===== src/rtl/replicate_stream_if.sv =====
// Handshake bundle for replicate_stream: narrow input word side and wide/bursty output side.
interface replicate_stream_if #(
  parameter int unsigned DATA_W  = 2,
  parameter int unsigned MAX_REP = 8,
  parameter int unsigned CNT_W   = $clog2(MAX_REP + 1),
  parameter int unsigned OUT_W   = DATA_W * MAX_REP
);
  logic              in_valid;
  logic              in_ready;
  logic [DATA_W-1:0] in_data;
  logic [CNT_W-1:0]  in_rep;
  logic              in_mode;
  logic              out_valid;
  logic              out_ready;
  logic [OUT_W-1:0]  out_data;
  logic              out_last;
  logic [CNT_W-1:0]  out_idx;

  // Producer/consumer environment side
  modport master (
    output in_valid, in_data, in_rep, in_mode, out_ready,
    input  in_ready, out_valid, out_data, out_last, out_idx
  );

  // Replication engine side
  modport slave (
    input  in_valid, in_data, in_rep, in_mode, out_ready,
    output in_ready, out_valid, out_data, out_last, out_idx
  );
endinterface


===== src/rtl/replicate_stream.sv =====
// Replication engine: each accepted word becomes one fan-out beat of N packed copies
// or N consecutive repeat beats, with valid/ready flow control on both sides.
module replicate_stream #(
  parameter int unsigned DATA_W  = 2,
  parameter int unsigned MAX_REP = 8,
  parameter int unsigned CNT_W   = $clog2(MAX_REP + 1)
) (
  input  logic            clk,
  input  logic            rst,
  replicate_stream_if.slave bus
);
  localparam int unsigned OUT_W = DATA_W * MAX_REP;

  typedef enum logic {IDLE, EMIT} state_t;

  state_t             state_q, state_d;
  logic [CNT_W-1:0]   rem_q, rem_d;
  logic [CNT_W-1:0]   idx_q, idx_d;
  logic [OUT_W-1:0]   data_q, data_d;
  logic               last_q, last_d;

  logic [CNT_W-1:0]   rep_n;
  logic [OUT_W-1:0]   fan_data;
  logic               accept;
  logic               xfer;

  assign bus.out_valid = (state_q == EMIT);
  assign bus.out_data  = data_q;
  assign bus.out_last  = last_q;
  assign bus.out_idx   = idx_q;

  // Ready is combinational so a new word can be taken on the last beat's transfer
  assign bus.in_ready = !rst && (!bus.out_valid || (bus.out_ready && last_q));
  assign accept       = bus.in_valid && bus.in_ready;
  assign xfer         = bus.out_valid && bus.out_ready;

  assign rep_n = (bus.in_rep > CNT_W'(MAX_REP)) ? CNT_W'(MAX_REP) : bus.in_rep;

  // N packed copies of the input word, zeros above
  always_comb begin
    fan_data = '0;
    for (int i = 0; i < int'(MAX_REP); i++) begin
      if (i < int'(rep_n)) fan_data[i*DATA_W +: DATA_W] = bus.in_data;
    end
  end

  always_ff @(posedge clk) begin
    if (rst) begin
      state_q <= IDLE;
      rem_q   <= '0;
      idx_q   <= '0;
      data_q  <= '0;
      last_q  <= 1'b0;
    end else begin
      state_q <= state_d;
      rem_q   <= rem_d;
      idx_q   <= idx_d;
      data_q  <= data_d;
      last_q  <= last_d;
    end
  end

  always_comb begin
    state_d = state_q;
    rem_d   = rem_q;
    idx_d   = idx_q;
    data_d  = data_q;
    last_d  = last_q;

    unique case (state_q)
      IDLE: begin
        if (accept && (rep_n != '0)) begin
          state_d = EMIT;
          idx_d   = '0;
          rem_d   = bus.in_mode ? '0 : rep_n - CNT_W'(1);
          last_d  = bus.in_mode || (rep_n == CNT_W'(1));
          data_d  = bus.in_mode ? fan_data : OUT_W'(bus.in_data);
        end
      end
      EMIT: begin
        if (xfer) begin
          if (rem_q != '0) begin
            rem_d  = rem_q - CNT_W'(1);
            idx_d  = idx_q + CNT_W'(1);
            last_d = (rem_q == CNT_W'(1));
          end else if (accept && (rep_n != '0)) begin
            // Back-to-back reload while the last beat leaves
            idx_d  = '0;
            rem_d  = bus.in_mode ? '0 : rep_n - CNT_W'(1);
            last_d = bus.in_mode || (rep_n == CNT_W'(1));
            data_d = bus.in_mode ? fan_data : OUT_W'(bus.in_data);
          end else begin
            state_d = IDLE;
            rem_d   = '0;
            idx_d   = '0;
            data_d  = '0;
            last_d  = 1'b0;
          end
        end
      end
      default: state_d = IDLE;
    endcase
  end
endmodule


===== src/flat_wrapper.sv =====
// flat-port wrapper written by rule: the top's interface ports become plain ports
module replicate_stream_flat 
#(
  parameter int unsigned DATA_W  = 2,
  parameter int unsigned MAX_REP = 8,
  parameter int unsigned CNT_W   = $clog2(MAX_REP + 1)
)
  (clk, rst, bus_in_valid, bus_in_data, bus_in_rep, bus_in_mode, bus_out_ready, bus_in_ready, bus_out_valid, bus_out_data, bus_out_last, bus_out_idx);
  replicate_stream_if #(.DATA_W(DATA_W), .MAX_REP(MAX_REP), .CNT_W(CNT_W)) bus_i ();
  input  logic clk;
  input  logic rst;
  input wire logic [$bits(bus_i.in_valid)-1:0] bus_in_valid;
  input wire logic [$bits(bus_i.in_data)-1:0] bus_in_data;
  input wire logic [$bits(bus_i.in_rep)-1:0] bus_in_rep;
  input wire logic [$bits(bus_i.in_mode)-1:0] bus_in_mode;
  input wire logic [$bits(bus_i.out_ready)-1:0] bus_out_ready;
  output wire logic [$bits(bus_i.in_ready)-1:0] bus_in_ready;
  output wire logic [$bits(bus_i.out_valid)-1:0] bus_out_valid;
  output wire logic [$bits(bus_i.out_data)-1:0] bus_out_data;
  output wire logic [$bits(bus_i.out_last)-1:0] bus_out_last;
  output wire logic [$bits(bus_i.out_idx)-1:0] bus_out_idx;
  assign bus_i.in_valid = bus_in_valid;
  assign bus_i.in_data = bus_in_data;
  assign bus_i.in_rep = bus_in_rep;
  assign bus_i.in_mode = bus_in_mode;
  assign bus_i.out_ready = bus_out_ready;
  assign bus_in_ready = bus_i.in_ready;
  assign bus_out_valid = bus_i.out_valid;
  assign bus_out_data = bus_i.out_data;
  assign bus_out_last = bus_i.out_last;
  assign bus_out_idx = bus_i.out_idx;
  replicate_stream #(.DATA_W(DATA_W), .MAX_REP(MAX_REP), .CNT_W(CNT_W)) u_core (.clk(clk), .rst(rst), .bus(bus_i));
endmodule

===== config.mk =====
export PLATFORM = sky130hd
export DESIGN_NAME = replicate_stream_flat
export DESIGN_NICKNAME = d
export VERILOG_FILES = /design/src/rtl/replicate_stream_if.sv /design/src/rtl/replicate_stream.sv /design/src/flat_wrapper.sv
export SDC_FILE = /design/constraint.sdc
export NUM_CORES = 1
export LEC_CHECK = 0
export ABC_AREA = 1
export BUFFER_PORTS_ARGS = -buffer_cell sky130_fd_sc_hd__buf_2
export CAP_MARGIN = 30
export CORE_ASPECT_RATIO = 0.7
export CORE_MARGIN = 2
export CORE_UTILIZATION = 40
export CTS_BUF_LIST = sky130_fd_sc_hd__clkbuf_8
export DETAILED_ROUTE_END_ITERATION = 7
export GPL_TIMING_DRIVEN = 0
export HOLD_SLACK_MARGIN = 0.15
export PLACE_DENSITY_LB_ADDON = 0.12
export SLEW_MARGIN = 20
export SYNTH_ARGS = -nofsm -noshare
export SYNTH_HDL_FRONTEND = slang
export SYNTH_SLANG_ARGS = --single-unit

===== constraint.sdc =====
create_clock -name clk -period 2 [get_ports clk]
set_input_delay 0.1 -clock clk [delete_from_list [all_inputs] [get_ports clk]]
set_output_delay 0.1 -clock clk [all_outputs]
set_load 0.01 [all_outputs]

==> PnR_summary.wiki, run 1 <==
{| class="wikitable"
! Metric !! Value
|-
| Per-cell via count in the routed design || 4.48
|-
| TritonCTS clock tree || built
|-
| Number of detailed-route iterations in the first pass || 4
|-
| Count of hold-fix buffers inserted at cts || 4
|-
| Detailed Route Iter0 Violations || 64
|-
| Critical Path End Type || flop
|-
| Class of the tightest hold or removal check || in2reg
|-
| Share of the synthesized area in the top cell type || 0.370
|-
| Number of antenna violations at the first check in global routing || 0
|-
| Area of placed instances || 0.00162 mm²
|-
| Buffers on Ports || 32
|-
| Clock latency of the later-clocked register in the worst-skew pair || 270 ps
|-
| Critical path arrival || 1910 ps
|-
| Clock Sink Count || 26
|-
| Most area-consuming cells after synthesis || dfxtp_1 (37%), nand2_1 (15%), nor2_1 (6.7%)
|-
| Max Freq || 0.586 GHz
|-
| Startpoint type of the worst setup path || flop
|-
| Vias in the first global route || 1149
|-
| GR met2 Demand/Resource || 0.241
|-
| Critical Path RT || 2210 ps
|-
| Row count || 17
|-
| Post-synth design cell area || 0.00141 mm²
|-
| First-pass GRT wire length || 5240 µm
|-
| Area grow syn2layout || 22.4%
|-
| Post-cts gate resize count || 0
|-
| Clock transition at the registers of the reported paths || 90 ps
|-
| Path type of the worst setup path || reg2reg
|-
| TritonCTS Buffers || 3
|-
| Proportion of layout cells with a drive suffix above 1 || 0.257
|-
| Worst slew margin relative to its limit || 0.758
|-
| Horizontal extent of the die || 74.8 µm
|-
| # setup viols final || 0
|-
| Maximum number of pins on one net before global-route repair || 15
|-
| Number of H-tree levels || 1
|-
| Height of the chip || 53.6 µm
|-
| Standard cell core area || 0.00325 mm²
|-
| Power density over the cells || 751 mW/mm²
|-
| GR Layer Usage met1 || 0.267
|-
| Max-cap violation count || 0
|-
| Total overflow reported by the global router || 0
|-
| Final wirelength || 3060 µm
|-
| Met3 Track Usage GR || 0.0449
|-
| Wirelength per Cell || 10.8 µm
|-
| Cells after Synth || 197
|-
| Most area-hungry cell type in the Yosys netlist || dfxtp_1
|-
| Count of distinct cell types in the synthesized netlist || 22
|-
| Final min period || 1710 ps
|-
| DRC violation count after routing || 0
|-
| Final count of pins violating max slew || 0
|-
| Clock Skew || 2.86 ps
|-
| Leakage power || 0.861 nW
|-
| Sum of negative setup slack || 0 ps
|-
| Detailed Place HPWL || 2410 µm
|-
| Crit share post-route || 0.853
|-
| Global-route layer with the greatest usage || met1
|-
| Sequential-to-total area share from yosys stat || 0.370
|-
| Number of inserted diodes || 0
|-
| Root Driver || clkbuf_8
|-
| Total vias in the final route || 1273
|-
| Clock buffer depth || 2
|-
| Count of antenna-violating nets left after detailed routing || 0
|-
| Outcome || finished clean
|-
| Total die area || 0.00401 mm²
|-
| Flops & latches, synth || 26
|-
| Final Util || 0.528
|-
| Transition time of the tightest slew-check pin || 359 ps
|-
| Post-CTS setup buffers || 0
|-
| Total number of yosys warnings || 0
|-
| Synthesized area per cell || 7.13 µm²
|-
| Overall Global Routing Usage || 0.174
|-
| Design area || 0.00172 mm²
|-
| Setup repair after global routing missed its margin || no
|-
| Gpl congestion || 0.780
|-
| Syn_nets || 215
|-
| IO Pins || 34
|-
| Number of endpoints with negative hold slack in the final report || 0
|-
| Initial Util || 0.432
|-
| CP Max Fanout || 10
|-
| Worst voltage drop across the vdd grid || 0.323 mV
|-
| Final layout net count || 256
|}
[cell usage in the layout, fill, tap and decap left out, drive strengths merged]
cell,instances
a21oi,7
buf,36
clkbuf,4
dfxtp,26
dlygate4sd3,4
ha,7
inv,22
nand2,66
nand3,13
nand4,1
nor2,31
nor3,1
o21ai,17
or2,1
xor2,1
[flip-flops by register name, summed over array words and instances (netlist names)]
name                  count
u_core.rem_q              4
u_core.bus.out_data      16
u_core.bus.out_valid      1
u_core.bus.out_idx        4
u_core.bus.out_last       1
[metal layers]
metal	routed length [µm]	vias to the layer above	part of all wire
met5	0	-	0
li1	-	695	-
met3	142	2	0.046
met4	15	0	0.0049
met1	1710	549	0.56
met2	1190	27	0.39
[worst max-delay path: stages, from the launching register on]
cell and delay [ps]:
dfxtp_1 380, inv_1 70, ha_1 250, nand2_4 120, nand2_4 70, nand2_2 80
inv_2 60, a21oi_4 280, buf_6 190, nand2_1 60, o21ai_0 60
[stage by stage]
step | std cells | hold slack [ps] | worst slack [ps] | power (mW)
CTS | 284 | 155 | 275 | 1.31
detailed placement | 276 | 319 | 250 | 0.958
global placement | 276 | 319 | 262 | 0.957
finish | 284 | 160 | 294 | 1.29
floorplan | 197 | 210 | 508 | 0.858
global route | 284 | 186 | 80.7 | 1.38
[report_power, final]
group	leakage (nW)	switching (mW)	internal, mW
clock	0.0288	0.165	0.176
sequential	0.211	0.0253	0.554
combinational	0.621	0.231	0.139
total	0.861	0.422	0.869
[Yosys cell counts (all sizes together)]
library cell  number
o21ai             17
or2                1
dfxtp             26
nor2              31
xor2               1
inv               22
nor3               1
nand2             66
nand3             13
a21oi              7
nand4              1
buf                4
ha                 7
[cells by family (layout without fill, tap and decap cells)]
| logic type | after synthesis | after routing | share of synthesized area |
|---|---|---|---|
| adders and majority gates | 7 | 7 | 0.0623 |
| AOI/OAI and AO/OA | 24 | 24 | 0.0962 |
| DFF | 26 | 26 | 0.370 |
| xor gates and xnor gates | 1 | 1 | 0.00623 |
| and+or+nand+nor | 113 | 113 | 0.374 |
| buffers and inverters | 26 | 66 | 0.0908 |
[worst paths after layout]
check | start | endpoint | slack [ps] | depth (start not counted)
setup / recovery | u_core.rem_q[0]$_SDFFE_PP0P_ | u_core.bus.out_data[5]$_SDFFE_PP0P_ | 290 | 10
hold / removal | bus_in_rep[2] | u_core.bus.out_data[6]$_SDFFE_PP0P_ | 160 | 3
setup reg to reg | u_core.rem_q[0]$_SDFFE_PP0P_ | u_core.bus.out_data[5]$_SDFFE_PP0P_ | 290 | 10
hold reg to reg | u_core.bus.out_data[0]$_SDFFE_PP0P_ | u_core.bus.out_data[0]$_SDFFE_PP0P_ | 440 | 2
[cell type report]
class                   instances  area (µm²)
plain buffers                   4        45.0
well taps                      47        58.8
clock buffers                   4        55.1
fillers                       356        1540
multi-input cells             145         757
inverters                      22        82.6
repair buffers                 36         200
flip-flops and latches         26         520
No activity file was read; power rests on OpenSTA's default activity.
==> inputs of run 2 (changes only) <==
--- a/config.mk
+++ b/config.mk
@@ -6,16 +6,17 @@
 export NUM_CORES = 1
 export LEC_CHECK = 0
 export ABC_AREA = 1
-export BUFFER_PORTS_ARGS = -buffer_cell sky130_fd_sc_hd__buf_2
 export CAP_MARGIN = 30
 export CORE_ASPECT_RATIO = 0.7
 export CORE_MARGIN = 2
-export CORE_UTILIZATION = 40
+export CORE_UTILIZATION = 41
 export CTS_BUF_LIST = sky130_fd_sc_hd__clkbuf_8
 export DETAILED_ROUTE_END_ITERATION = 7
+export DONT_BUFFER_PORTS = 1
 export GPL_TIMING_DRIVEN = 0
 export HOLD_SLACK_MARGIN = 0.15
 export PLACE_DENSITY_LB_ADDON = 0.12
+export RECOVER_POWER = 100
 export SLEW_MARGIN = 20
 export SYNTH_ARGS = -nofsm -noshare
 export SYNTH_HDL_FRONTEND = slang
==> run 2 against run 1 <==
- sequential cell count unchanged
- power fell by 6.4%
- hold slack gained 0.61 ps
- non-clock buffer count fell by 26
- sequential share of layout area is 2.5 points higher
- combinational power fell by 13%
==> PnR_summary.wiki, run 2 (same netlist as run 1, synthesis figures left out) <==
{| class="wikitable"
! Metric !! Value
|-
| Sum of negative setup slack || 0 ps (unchanged)
|-
| Root Driver || clkbuf_8 (unchanged)
|-
| Count of hold-fix buffers inserted at cts || 10 (was 4)
|-
| Final Util || 0.494 (was 0.528)
|-
| Number of inserted diodes || 0 (unchanged)
|-
| Clock Skew || 3.79 ps (was 2.86 ps)
|-
| Final layout net count || 230 (was 256)
|-
| Clock buffer depth || 2 (unchanged)
|-
| Maximum number of pins on one net before global-route repair || 14 (was 15)
|-
| Wirelength per Cell || 12.5 µm (was 10.8 µm)
|-
| Area of placed instances || 0.00146 mm² (was 0.00162 mm²)
|-
| Overall Global Routing Usage || 0.187 (was 0.174)
|-
| Number of detailed-route iterations in the first pass || 4 (unchanged)
|-
| Flip-flop count of the largest register after layout || 16 (unchanged)
|-
| Total overflow reported by the global router || 0 (unchanged)
|-
| Row count || 17 (unchanged)
|-
| Critical path arrival || 1990 ps (was 1910 ps)
|-
| Post-CTS setup buffers || 0 (unchanged)
|-
| Total die area || 0.00392 mm² (was 0.00401 mm²)
|-
| Number of endpoints with negative hold slack in the final report || 0 (unchanged)
|-
| Crit share post-route || 0.899 (was 0.853)
|-
| Per-cell via count in the routed design || 4.81 (was 4.48)
|-
| Most frequent standard cell in the layout excluding fill and tap cells || nand2_1 (unchanged)
|-
| Leakage power || 0.720 nW (was 0.861 nW)
|-
| Clock transition at the registers of the reported paths || 80 ps (was 90 ps)
|-
| Worst voltage drop across the vdd grid || 0.272 mV (was 0.323 mV)
|-
| Total vias in the final route || 1235 (was 1273)
|-
| Path type of the worst setup path || reg2reg (unchanged)
|-
| Number of antenna violations at the first check in global routing || 0 (unchanged)
|-
| Met3 WL post-DR || 246 µm (was 142 µm)
|-
| Clock Sink Count || 26 (unchanged)
|-
| Post-cts gate resize count || 0 (unchanged)
|-
| Vias in the first global route || 1234 (was 1149)
|-
| Startpoint type of the worst setup path || flop (unchanged)
|-
| Height of the chip || 53.0 µm (was 53.6 µm)
|-
| Power density over the cells || 761 mW/mm² (was 751 mW/mm²)
|-
| Sum of routed wire segments on met1 || 1560 µm (was 1710 µm)
|-
| TritonCTS clock tree || built (unchanged)
|-
| Number of H-tree levels || 1 (unchanged)
|-
| Outcome || finished clean (unchanged)
|-
| Total met2 wirelength after detailed routing || 1370 µm (was 1190 µm)
|-
| Standard cell core area || 0.00321 mm² (was 0.00325 mm²)
|-
| Count of antenna-violating nets left after detailed routing || 0 (unchanged)
|-
| DRC violation count after routing || 0 (unchanged)
|-
| Critical Path End Type || flop (unchanged)
|-
| Class of the tightest hold or removal check || in2reg (unchanged)
|-
| Clock latency of the later-clocked register in the worst-skew pair || 260 ps (was 270 ps)
|-
| TritonCTS Buffers || 3 (unchanged)
|-
| Max-cap violation count || 0 (unchanged)
|-
| Detailed Route Iter0 Violations || 74 (was 64)
|-
| Transition time of the tightest slew-check pin || 372 ps (was 359 ps)
|-
| Final wirelength || 3210 µm (was 3060 µm)
|-
| Commonest cells after routing, fill and taps aside || nand2_1 (58), dfxtp_1 (26), nor2_1 (25), inv_1 (21), o21ai_0 (17) (was nand2_1 (57), buf_2 (32), dfxtp_1 (26), nor2_1 (25), inv_1 (21))
|-
| Design area || 0.00159 mm² (was 0.00172 mm²)
|-
| Gpl congestion || 0.874 (was 0.780)
|-
| IO Pins || 34 (unchanged)
|-
| Setup repair after global routing missed its margin || no (unchanged)
|-
| Horizontal extent of the die || 74.0 µm (was 74.8 µm)
|-
| Filler Cells Inserted || 329 (was 356)
|-
| Max Freq || 0.556 GHz (was 0.586 GHz)
|-
| # setup viols final || 0 (unchanged)
|-
| Top Metal Used || met4 (unchanged)
|-
| Critical Path RT || 2190 ps (was 2210 ps)
|-
| Worst slew margin relative to its limit || 0.749 (was 0.758)
|-
| Area grow syn2layout || 13.0% (was 22.4%)
|-
| Final min period || 1800 ps (was 1710 ps)
|-
| Initial Util || 0.437 (was 0.432)
|-
| Proportion of layout cells with a drive suffix above 1 || 0.119 (was 0.257)
|-
| Detailed Place HPWL || 2430 µm (was 2410 µm)
|-
| Final count of pins violating max slew || 0 (unchanged)
|-
| CP Max Fanout || 10 (unchanged)
|-
| First-pass GRT wire length || 5440 µm (was 5240 µm)
|-
| Buffers on Ports || 0 (was 32)
|}
## run 2: area by class of cell
cell class	count	area (µm²)	area share
Multi-Input combinational cell	145	746	0.470
Sequential cell	26	520	0.328
Buffer	4	38.8	0.0244
Clock buffer	3	41.3	0.0260
Timing Repair Buffer	10	100	0.0630
Tap cell	47	58.8	0.0370
Inverter	22	82.6	0.0520
## run 2: through the flow
| stage | hold WS, ps | total power, mW | cells | worst slack, ps |
|---|---|---|---|---|
| final | 160 | 1.21 | 257 | 202 |
| after global routing | 180 | 1.30 | 257 | 87.5 |
| after CTS | 151 | 1.24 | 257 | 268 |
| after detailed placement | 244 | 0.923 | 244 | 299 |
| after global placement | 238 | 0.914 | 244 | 323 |
| after floorplan | 210 | 0.858 | 197 | 508 |
## run 2: path summary, 6_finish.rpt
| check | start | end | slack, ps | cells past startpoint |
|---|---|---|---|---|
| hold / removal | bus_in_mode | u_core.rem_q[1]$_SDFFE_PP0P_ | 160 | 5 |
| hold reg to reg | u_core.bus.out_data[0]$_SDFFE_PP0P_ | u_core.bus.out_data[0]$_SDFFE_PP0P_ | 500 | 2 |
| setup / recovery | u_core.bus.out_valid$_SDFF_PP0_ | u_core.bus.out_data[13]$_SDFFE_PP0P_ | 200 | 6 |
| setup reg to reg | u_core.bus.out_valid$_SDFF_PP0_ | u_core.bus.out_data[13]$_SDFFE_PP0P_ | 200 | 6 |
## run 2: where the power goes
group	internal, mW	leakage [nW]	switching (mW)
Clock	0.135	0.0216	0.153
Sequential	0.554	0.211	0.0435
Combinational	0.116	0.487	0.207
Total	0.805	0.720	0.403
## run 2: worst max-delay path: stages, from the launching register on
cell and delay, ps:
dfxtp_1 360, buf_6 160, a21oi_1 340, nand3_1 270, nor2_2 230, nand3_1 160, o21ai_0 210
## run 2: routing by layer
metal,up-vias,track usage
met5,-,0
li1,640,-
met3,4,0.0648
met2,42,0.292
met4,0,0.0576
met1,549,0.243
